`config.mk`:
```
export PLATFORM = sky130hd
export DESIGN_NAME = multicycle_ctrl
export DESIGN_NICKNAME = d
export VERILOG_FILES = /design/src/rtl/mc_pkg.sv /design/src/rtl/mc_decode.sv /design/src/rtl/multicycle_ctrl.sv
export SDC_FILE = /design/constraint.sdc
export NUM_CORES = 1
export LEC_CHECK = 0
export ABC_AREA = 1
export CAP_MARGIN = 15
export CORE_ASPECT_RATIO = 0.7
export CORE_MARGIN = 5
export CORE_UTILIZATION = 30
export DETAILED_ROUTE_END_ITERATION = 8
export GPL_ROUTABILITY_DRIVEN = 0
export PLACE_DENSITY = 0.66
export SLEW_MARGIN = 20
export SYNTH_ARGS = -nofsm -noshare
export SYNTH_HDL_FRONTEND = slang
export SYNTH_SLANG_ARGS = --single-unit
```
`constraint.sdc`:
```
create_clock -name clk -period 1.65 [get_ports clk]
set_input_delay 0.33 -clock clk [delete_from_list [all_inputs] [get_ports clk]]
set_output_delay 0.33 -clock clk [all_outputs]
set_load 0.01 [all_outputs]
```
`src/rtl/mc_pkg.sv`:
```
// mc_pkg: shared definitions for the multicycle processor control block.
//   - state_t     : controller FSM states
//   - OP_*        : opcode values carried in IR[15:12]
//   - BSEL_*      : adder B-operand mux encodings (add_b_sel)
//   - PCSRC_*     : PC load source encodings (pc_src); value 2 is reserved
//   - op_class_t  : per-opcode classification produced by mc_decode
//   - PC_STEP_DEFAULT : PC increment per fetched instruction (bit-addressed PC)
package mc_pkg;

    typedef enum logic [2:0] {
        ST_FETCH  = 3'd0,
        ST_DECODE = 3'd1,
        ST_EXEC   = 3'd2,
        ST_MEM    = 3'd3,
        ST_WB     = 3'd4,
        ST_BRANCH = 3'd5,
        ST_HALT   = 3'd6
    } state_t;

    localparam logic [3:0] OP_ADD  = 4'd0;
    localparam logic [3:0] OP_SUB  = 4'd1;
    localparam logic [3:0] OP_LW   = 4'd2;
    localparam logic [3:0] OP_SW   = 4'd3;
    localparam logic [3:0] OP_BEQ  = 4'd4;
    localparam logic [3:0] OP_JMP  = 4'd5;
    localparam logic [3:0] OP_NOP  = 4'd6;
    localparam logic [3:0] OP_HALT = 4'd15;

    localparam logic [1:0] BSEL_STEP = 2'd0;  // PC_STEP constant
    localparam logic [1:0] BSEL_RT   = 2'd1;  // rt
    localparam logic [1:0] BSEL_NRT  = 2'd2;  // ~rt (with cin=1 gives -rt)
    localparam logic [1:0] BSEL_IMM  = 2'd3;  // sign-extended IR[7:0]

    localparam logic [1:0] PCSRC_ADD = 2'd0;  // adder result
    localparam logic [1:0] PCSRC_JMP = 2'd1;  // IR[11:0] zero-extended

    localparam int PC_STEP_DEFAULT = 16;

    typedef struct packed {
        logic needs_exec;
        logic needs_mem;
        logic is_store;
        logic is_load;
        logic is_branch;
        logic is_jump;
        logic is_halt;
        logic illegal;
    } op_class_t;

endpackage

```
`src/rtl/mc_decode.sv`:
```
// mc_decode: combinational opcode classifier.
// Ports:
//   opcode_i [3:0]  instruction opcode (IR[15:12] or its registered copy)
//   class_o         op_class_t flags describing which phases the opcode needs
// NOP sets no flag at all; every value outside the defined set is illegal.
module mc_decode
    import mc_pkg::*;
(
    input  logic [3:0] opcode_i,
    output op_class_t  class_o
);

    always_comb begin
        class_o = '0;
        case (opcode_i)
            OP_ADD, OP_SUB: begin
                class_o.needs_exec = 1'b1;
            end
            OP_LW: begin
                class_o.needs_exec = 1'b1;
                class_o.needs_mem  = 1'b1;
                class_o.is_load    = 1'b1;
            end
            OP_SW: begin
                class_o.needs_exec = 1'b1;
                class_o.needs_mem  = 1'b1;
                class_o.is_store   = 1'b1;
            end
            OP_BEQ: begin
                class_o.needs_exec = 1'b1;
                class_o.is_branch  = 1'b1;
            end
            OP_JMP: begin
                class_o.is_jump = 1'b1;
            end
            OP_NOP: begin
                class_o = '0;
            end
            OP_HALT: begin
                class_o.is_halt = 1'b1;
            end
            default: begin
                class_o.illegal = 1'b1;
            end
        endcase
    end

endmodule

```
`src/rtl/multicycle_ctrl.sv`:
```
// multicycle_ctrl: control FSM for the 16-bit multicycle processor.
// Sequences FETCH -> DECODE -> EXEC -> MEM -> WB (plus BRANCH and HALT),
// time-shares the single adder and drives the unified memory handshake.
// Ports:
//   clk, rst          clock (rising edge), synchronous active-high reset
//   opcode [3:0]      IR[15:12], valid from DECODE onward
//   zero              adder result == 0, used in EXEC for BEQ
//   mem_ready         memory completes the current request this cycle
//   mem_req/mem_we    memory request / write qualifier
//   mem_addr_sel      0 = PC, 1 = adder result register
//   ir_we, pc_we      IR and PC load enables
//   pc_src [1:0]      0 = adder result, 1 = jump target
//   add_a_sel         0 = PC, 1 = rs
//   add_b_sel [1:0]   0 = PC_STEP, 1 = rt, 2 = ~rt, 3 = sext(IR[7:0])
//   add_cin           adder carry-in
//   res_we            latch adder result/carry into the result register
//   reg_we, wb_sel    register-file write, 0 = result reg / 1 = MDR
//   halted            sticky after HALT until rst
//   illegal_op        one-cycle pulse on an undefined opcode
//   pc_step_o [15:0]  the PC_STEP constant the datapath feeds when add_b_sel=0,
//                     so the increment is defined in one place
//   dbg_state_o       current FSM state
//
// Memory handshake: mem_req is a valid-style request that, once raised in
// FETCH or MEM, stays high with stable mem_addr_sel/mem_we until the cycle
// in which mem_ready is high; that cycle completes the transfer. mem_ready
// seen while mem_req is low carries no meaning and is ignored. Reset
// abandons an outstanding request in the same cycle.
module multicycle_ctrl
    import mc_pkg::*;
#(
    parameter int PC_STEP = PC_STEP_DEFAULT
)
(
    input  logic        clk,
    input  logic        rst,
    input  logic [3:0]  opcode,
    input  logic        zero,
    input  logic        mem_ready,
    output logic        mem_req,
    output logic        mem_we,
    output logic        mem_addr_sel,
    output logic        ir_we,
    output logic        pc_we,
    output logic [1:0]  pc_src,
    output logic        add_a_sel,
    output logic [1:0]  add_b_sel,
    output logic        add_cin,
    output logic        res_we,
    output logic        reg_we,
    output logic        wb_sel,
    output logic        halted,
    output logic        illegal_op,
    output logic [15:0] pc_step_o,
    output state_t      dbg_state_o
);

    state_t     state_q, state_d;
    logic [3:0] op_q, op_d;
    logic [3:0] cur_op;
    op_class_t  cls;

    // In DECODE the live opcode is classified and captured; afterwards the
    // captured copy is used, so later changes on the opcode input are ignored.
    assign cur_op = (state_q == ST_DECODE) ? opcode : op_q;

    mc_decode u_decode (
        .opcode_i (cur_op),
        .class_o  (cls)
    );

    always_ff @(posedge clk) begin
        if (rst) begin
            state_q <= ST_FETCH;
            op_q    <= OP_NOP;
        end else begin
            state_q <= state_d;
            op_q    <= op_d;
        end
    end

    always_comb begin
        state_d      = state_q;
        op_d         = op_q;
        mem_req      = 1'b0;
        mem_we       = 1'b0;
        mem_addr_sel = 1'b0;
        ir_we        = 1'b0;
        pc_we        = 1'b0;
        pc_src       = PCSRC_ADD;
        add_a_sel    = 1'b0;
        add_b_sel    = BSEL_STEP;
        add_cin      = 1'b0;
        res_we       = 1'b0;
        reg_we       = 1'b0;
        wb_sel       = 1'b0;
        halted       = 1'b0;
        illegal_op   = 1'b0;

        // Reset gates every output combinationally: an in-flight request is
        // dropped and a coincident mem_ready produces no load enables.
        if (!rst) begin
            case (state_q)
                ST_FETCH: begin
                    mem_req      = 1'b1;
                    mem_addr_sel = 1'b0;
                    add_a_sel    = 1'b0;
                    add_b_sel    = BSEL_STEP;
                    add_cin      = 1'b0;
                    if (mem_ready) begin
                        ir_we   = 1'b1;
                        pc_we   = 1'b1;
                        pc_src  = PCSRC_ADD;
                        state_d = ST_DECODE;
                    end
                end

                ST_DECODE: begin
                    op_d = opcode;
                    if (cls.needs_exec) begin
                        state_d = ST_EXEC;
                    end else if (cls.is_jump) begin
                        pc_we   = 1'b1;
                        pc_src  = PCSRC_JMP;
                        state_d = ST_FETCH;
                    end else if (cls.is_halt) begin
                        state_d = ST_HALT;
                    end else if (cls.illegal) begin
                        illegal_op = 1'b1;
                        state_d    = ST_FETCH;
                    end else begin
                        state_d = ST_FETCH;
                    end
                end

                ST_EXEC: begin
                    add_a_sel = 1'b1;
                    res_we    = 1'b1;
                    if (cls.is_branch) begin
                        // rs + ~rt + 1 = rs - rt; zero flags equality
                        add_b_sel = BSEL_NRT;
                        add_cin   = 1'b1;
                        state_d   = zero ? ST_BRANCH : ST_FETCH;
                    end else if (cls.needs_mem) begin
                        add_b_sel = BSEL_IMM;
                        state_d   = ST_MEM;
                    end else if (op_q == OP_SUB) begin
                        add_b_sel = BSEL_NRT;
                        add_cin   = 1'b1;
                        state_d   = ST_WB;
                    end else begin
                        add_b_sel = BSEL_RT;
                        state_d   = ST_WB;
                    end
                end

                ST_MEM: begin
                    mem_req      = 1'b1;
                    mem_addr_sel = 1'b1;
                    mem_we       = cls.is_store;
                    if (mem_ready) begin
                        state_d = cls.is_load ? ST_WB : ST_FETCH;
                    end
                end

                ST_WB: begin
                    reg_we  = 1'b1;
                    wb_sel  = cls.is_load;
                    state_d = ST_FETCH;
                end

                ST_BRANCH: begin
                    // PC already points past the BEQ; offset is in bit units
                    add_a_sel = 1'b0;
                    add_b_sel = BSEL_IMM;
                    add_cin   = 1'b0;
                    pc_we     = 1'b1;
                    pc_src    = PCSRC_ADD;
                    state_d   = ST_FETCH;
                end

                ST_HALT: begin
                    halted  = 1'b1;
                    state_d = ST_HALT;
                end

                default: begin
                    state_d = ST_FETCH;
                end
            endcase
        end
    end

    assign pc_step_o   = 16'(PC_STEP);
    assign dbg_state_o = state_q;

endmodule

```
==> results of run 1 <==
## cell usage after synthesis
master | number | area, sq um
nand2_1 | 22 | 82.6
nor2_1 | 19 | 71.3
buf_4 | 18 | 135
inv_1 | 16 | 60.1
dfxtp_1 | 7 | 140
nand2_2 | 6 | 37.5
nand3_1 | 6 | 30.0
a21oi_1 | 4 | 20.0
inv_2 | 4 | 15.0
nor2_2 | 4 | 25.0
a31oi_1 | 3 | 18.8
nand2_4 | 3 | 33.8
nand4_1 | 3 | 18.8
conb_1 | 2 | 7.51
nor2_4 | 2 | 22.5
nor3_1 | 2 | 10.0
and3_1 | 1 | 6.26
clkbuf_1 | 1 | 3.75
nand3_2 | 1 | 10.0
nand3_4 | 1 | 17.5
nand3b_1 | 1 | 7.51
nor4_1 | 1 | 6.26
o211ai_1 | 1 | 7.51
o21a_1 | 1 | 7.51
o21ai_0 | 1 | 5.00
o21ai_4 | 1 | 16.3
or2_1 | 1 | 6.26
## per-stage QoR
step | hold WS [ps] | cells
4_1_cts | 688 | 235
3_3_place_gp | 686 | 222
6_report | 504 | 240
5_1_grt | 526 | 240
3_5_place_dp | 693 | 222
2_1_floorplan | 470 | 147
## worst max-delay path: cells and delay by family, from the launching register on
kind / cells / cell delay, ps
flops: 1 / 360
simple gates: 7 / 670
buf+inv: 3 / 430
## registers in the layout, indices dropped and copies added, names as in the netlist
register,flops
dbg_state_o,3
op_q,4
## worst paths after layout
check	from	end	slack, ps	depth (start not counted)
setup / recovery	dbg_state_o[2]$_SDFFE_PP0P_	add_b_sel[1]	-380	10
hold / removal	rst	dbg_state_o[1]$_SDFFE_PP0P_	500	4
setup reg to reg	dbg_state_o[1]$_SDFFE_PP0P_	dbg_state_o[2]$_SDFFE_PP0P_	-20	13
hold reg to reg	op_q[0]$_SDFF_PP0_	op_q[0]$_SDFF_PP0_	720	5
## power breakdown
| group | total [W] | internal [W] | switching, W |
|---|---|---|---|
| combinational | 0.000461 | 0.000221 | 0.000240 |
| clock | 0.000255 | 0.000168 | 0.0000867 |
| sequential | 0.000195 | 0.000180 | 0.0000143 |
| total | 0.000911 | 0.000569 | 0.000341 |
## kinds of logic (layout without fill, tap and decap cells)
kind of cell           count (synthesis)  in the layout  share of synthesized area [%]
AOI/OAI and AO/OA                     11             11                           9.13
buffers and inverters                 39             98                           26.0
DFF                                    7              7                           17.0
other                                  2             17                          0.914
and+or+nand+nor                       73             73                           46.9
## metal layers
metal  vias up  track usage (%)  share of wire [%]  wire, um
li1        527                -                  -         -
met1       511             20.9                 40      1370
met2        51             32.2                 49      1670
met3         8             3.17                8.0       272
met4         0             9.20                2.4        80
met5         -                0                  0         0
## repair_timing
item / 4_1_cts / 5_1_grt
setup endpoints to repair: 16 / 17
gates resized for setup: 98 / 16
buffers inserted: 10 / 8
pin swaps: 21 / 23
hold buffers: 0 / 0
## final cells by class
class                      count  share of cell area, %
tap                           34                   2.73
timing repair buffer          74                   38.3
multi-input combinational    101                   41.3
inverter                      20                   5.30
clock buffer                   4                   2.89
sequential                     7                   9.55
==> results_dict.tcl, run 1 <==
set metrics [dict create \
    p_per_area_nw_per_um2 584 \
    fin_skew_ps 6.26 \
    setup_viol 15 \
    vias_per_cell 4.57 \
    dp_hpwl_um 2390 \
    vias 1097 \
    yosysWarningCount 0 \
    ys_types 27 \
    grt-ovfl-total 0 \
    worst_slack_ps -378 \
    htree_levels 1 \
    drt_wl_total_um 3390 \
    fill_cells 237 \
    crit_required_ps 1320 \
    first_pass_iters 4 \
    rsz0062_at_grt "yes" \
    drv_cap 0 \
    placeableCoreArea_sq_um 2530 \
    ys_ff_latch 7 \
    grt_max_degree 9 \
    multi_input_area_sq_um 643 \
    diodes 0 \
    syn_area_per_cell_sq_um 6.23 \
    crit_path_max_fanout 4 \
    hp-class "input pin to register" \
    syn_inst 132 \
    nets 215 \
    finalPower_w 0.000911 \
    synth_area_sq_um 822 \
    max_freq_mhz 493 \
    syn_to_final_growth_pct 89.7 \
    status "finished, violations left" \
    clockRootBuffer "clkbuf_8" \
    start_util_pct 32.4 \
    max_stage_delay_ps 360 \
    port_buffers 25 \
    fin_setup_tns_ps -2820 \
    grt_first_pass_wirelength_um 5320 \
    end_kind "primary output" \
    post-route-period-util_pct 123 \
    final_common_cell "buf_4" \
    drtIter0Drc 77 \
    cts_buffer_depth 2 \
    post_drt_wl_per_cell_um 14.1 \
    violations "negative setup slack" \
    final_area_sq_um 1560 \
    regArea_sq_um 149 \
    path_cells "buf_4 -> nor2_4 -> nand2_2 -> nand2_4 -> buf_4 -> nand2_4 -> nand2_2 -> nor2_2 -> or2_1 -> buf_2" \
    ir_drop_uv 207 \
    cts_tree "done" \
    finish.utilization_pct 61.5 \
    drtAntennaViolNets 0 \
    arrival_ps 1700 \
    grt_pass1_vias 1118 \
    cp_slowest_cell "dfxtp_4" \
    ios 43 \
    drive_gt1_share_pct 57.3 \
    report.final.slew_viol_count 0 \
    leakage_nw 0.802 \
    drc_errors 0 \
    cp-start-kind "register" \
    clkSinkCount 7 \
    layout_common_cells "39 x buf_4, 17 x conb_1, 14 x buf_6" \
    worstSetupPathType "register to primary output" \
    track_usage_pct 18.0 \
    period_needed_ps 2030 \
    rows 15 \
    path_clk_slew_ps 40 \
    place_ws_ps -853 \
    seq_area_frac_synth_pct 17.0 \
    die_x_um 72.6 \
    insertion_delay_ps 230 \
    hold_viol 0 \
    place_area_sq_um 1330 \
    antenna_found_initial 0 \
    dieArea_sq_um 3900 \
    die_h_um 53.8 \
    cts-buffers-inserted 3 \
]
Power figures use the tool's default switching activity.
==> run 2: changes to the inputs <==
--- a/config.mk
+++ b/config.mk
@@ -7,7 +7,7 @@
 export LEC_CHECK = 0
 export ABC_AREA = 1
 export CAP_MARGIN = 15
-export CORE_ASPECT_RATIO = 0.7
+export CORE_ASPECT_RATIO = 1.4
 export CORE_MARGIN = 5
 export CORE_UTILIZATION = 30
 export DETAILED_ROUTE_END_ITERATION = 8
==> run 2 against run 1 <==
Compared with the run above:
- the flow still finishes with violations (negative setup slack)
- setup slack lost 22 ps
- routed wire length down 23%
- power fell by 19%
- register-to-register slack better by 80 ps
- first-iteration DRC count fell by 74%
- count of clock-buffer cells in the layout did not move
- combinational power shrank 15%
- sequential share of layout area grew 0.78 points
- fmax shrank 1.1%
- global-route usage fell by 3.3 points
- largest power group unchanged
- highest routed layer unchanged
==> results_dict.tcl, run 2 (synthesis gave the netlist of run 1 again) <==
set metrics [dict create \
    status "finished, violations left" \
    violations "negative setup slack" \
    cp-start-kind "register" \
    cts-buffers-inserted 3 \
    dp_cells 222 \
    drt_wl_total_um 2610 \
    grt_max_degree 9 \
    largest-register "op_q" \
    start_util_pct 31.1 \
    wl_met3_um 100 \
    insertion_delay_ps 250 \
    cts_tree "done" \
    dp_hpwl_um 2170 \
    rsz0062_at_grt "yes" \
    cts_buffer_depth 2 \
    grt_first_pass_wirelength_um 4280 \
    hold_ws_ps 618 \
    fin_skew_ps 1.26 \
    track_usage_pct 14.7 \
    report.final.slew_viol_count 0 \
    ctsHoldBuffers 0 \
    layout_common_cells "38 x buf_4, 18 x nand2_1, 17 x conb_1, 12 x nor2_1" \
    htree_levels 1 \
    multi_input_area_sq_um 609 \
    diodes 0 \
    clkSinkCount 7 \
    antenna_found_initial 0 \
    hp-class "input pin to register" \
    period_needed_ps 2050 \
    vias_per_cell 4.26 \
    drtAntennaViolNets 0 \
    placeableCoreArea_sq_um 2640 \
    finalPower_w 0.000742 \
    largest_reg_flops 4 \
    worst_slack_ps -401 \
    nets 207 \
    crit_required_ps 1320 \
    post-route-period-util_pct 124 \
    vias 997 \
    path_clk_slew_ps 50 \
    clockRootBuffer "clkbuf_4" \
    fill_cells 265 \
    drive_gt1_share_pct 53.0 \
    ir_drop_uv 333 \
    drv_cap 0 \
    grt-ovfl-total 0 \
    regArea_sq_um 149 \
    drc_errors 0 \
    die_x_um 54.2 \
    top_layer_used "met4" \
    port_buffers 25 \
    drtIter0Drc 20 \
    syn_to_final_growth_pct 75.3 \
    crit_path_max_fanout 8 \
    stdcell_count 234 \
    arrival_ps 1720 \
    end_kind "primary output" \
    post_drt_wl_per_cell_um 11.1 \
    fin_setup_tns_ps -2850 \
    setup_viol 10 \
    max_freq_mhz 488 \
    die_h_um 71.9 \
    first_pass_iters 4 \
    final_common_cell "buf_4" \
    grt_pass1_vias 1008 \
    worstSetupPathType "register to primary output" \
    ios 43 \
    leakage_nw 0.770 \
    p_per_area_nw_per_um2 515 \
    rows 22 \
    wl_met1_um 954 \
    hold_viol 0 \
    wl_met2_um 1470 \
    dieArea_sq_um 3900 \
    finish.utilization_pct 54.5 \
]
-- run 2: changes by cell type in the layout (fill, tap and decap cells not counted), moves of 3 or more --
cell,delta
nor2_2,+4
clkbuf_8,-3
nand2_2,-3
nand2_1,+5
clkbuf_4,+3
nor2_4,-3
buf_6,-9
-- run 2: routing by layer --
metal	vias to the layer above	global-route usage [%]
li1	510	-
met1	455	15.4
met2	24	25.6
met3	8	3.08
met4	0	8.86
met5	-	0
-- run 2: path summary, 6_finish.rpt --
path | cells after the start | endpoint | from | slack [ps]
max | 10 | add_b_sel[1] | dbg_state_o[2]$_SDFFE_PP0P_ | -400
min | 6 | op_q[3]$_SDFF_PP0_ | opcode[3] | 620
max reg2reg | 13 | dbg_state_o[1]$_SDFFE_PP0P_ | dbg_state_o[2]$_SDFFE_PP0P_ | 60
min reg2reg | 5 | op_q[0]$_SDFF_PP0_ | op_q[0]$_SDFF_PP0_ | 710
-- run 2: per-stage QoR --
| step | area [sq um] | setup WS [ps] |
|---|---|---|
| 2_1_floorplan | 910 | -35.4 |
| 3_5_place_dp | 1330 | -805 |
| 5_1_grt | 1440 | -488 |
| 6_report | 1440 | -401 |
| 3_3_place_gp | 1330 | -766 |
| 4_1_cts | 1380 | -425 |
-- run 2: power by group --
part / internal, W / leakage, nW / switching, W
clock: 0.0000924 / 0.0150 / 0.0000646
sequential: 0.000180 / 0.0592 / 0.0000122
combinational: 0.000184 / 0.696 / 0.000208
-- run 2: critical path, cell delays in order, from the launching register on --
cell	delay (ps)
dfxtp_4	360
inv_4	70
nand3_4	120
nand2_2	110
o21ai_4	90
nor2_4	170
nand2_4	80
nand2_2	90
nor2_2	40
or2_1	190
buf_2	140
-- run 2: final cells by class --
class	instances	area share, %
Multi-Input combinational cell	101	42.3
Timing Repair Buffer	66	36.7
Sequential cell	7	10.3
Inverter	20	5.73
Tap cell	36	3.13
Clock buffer	4	1.82
-- run 2: what timing repair did --
| item | 4_1_cts | 5_1_grt |
|---|---|---|
| gates resized for setup | 74 | 16 |
| pin swaps | 11 | 8 |
| buffers inserted | 8 | 2 |
| setup endpoints to repair | 15 | 15 |
==> run 3: changes to the inputs <==
--- a/config.mk
+++ b/config.mk
@@ -11,7 +11,6 @@
 export CORE_MARGIN = 5
 export CORE_UTILIZATION = 30
 export DETAILED_ROUTE_END_ITERATION = 8
-export GPL_ROUTABILITY_DRIVEN = 0
 export PLACE_DENSITY = 0.66
 export SLEW_MARGIN = 20
 export SYNTH_ARGS = -nofsm -noshare
==> results of run 3 <==
The final DEF is identical to that of run 2; final timing and power are the same.
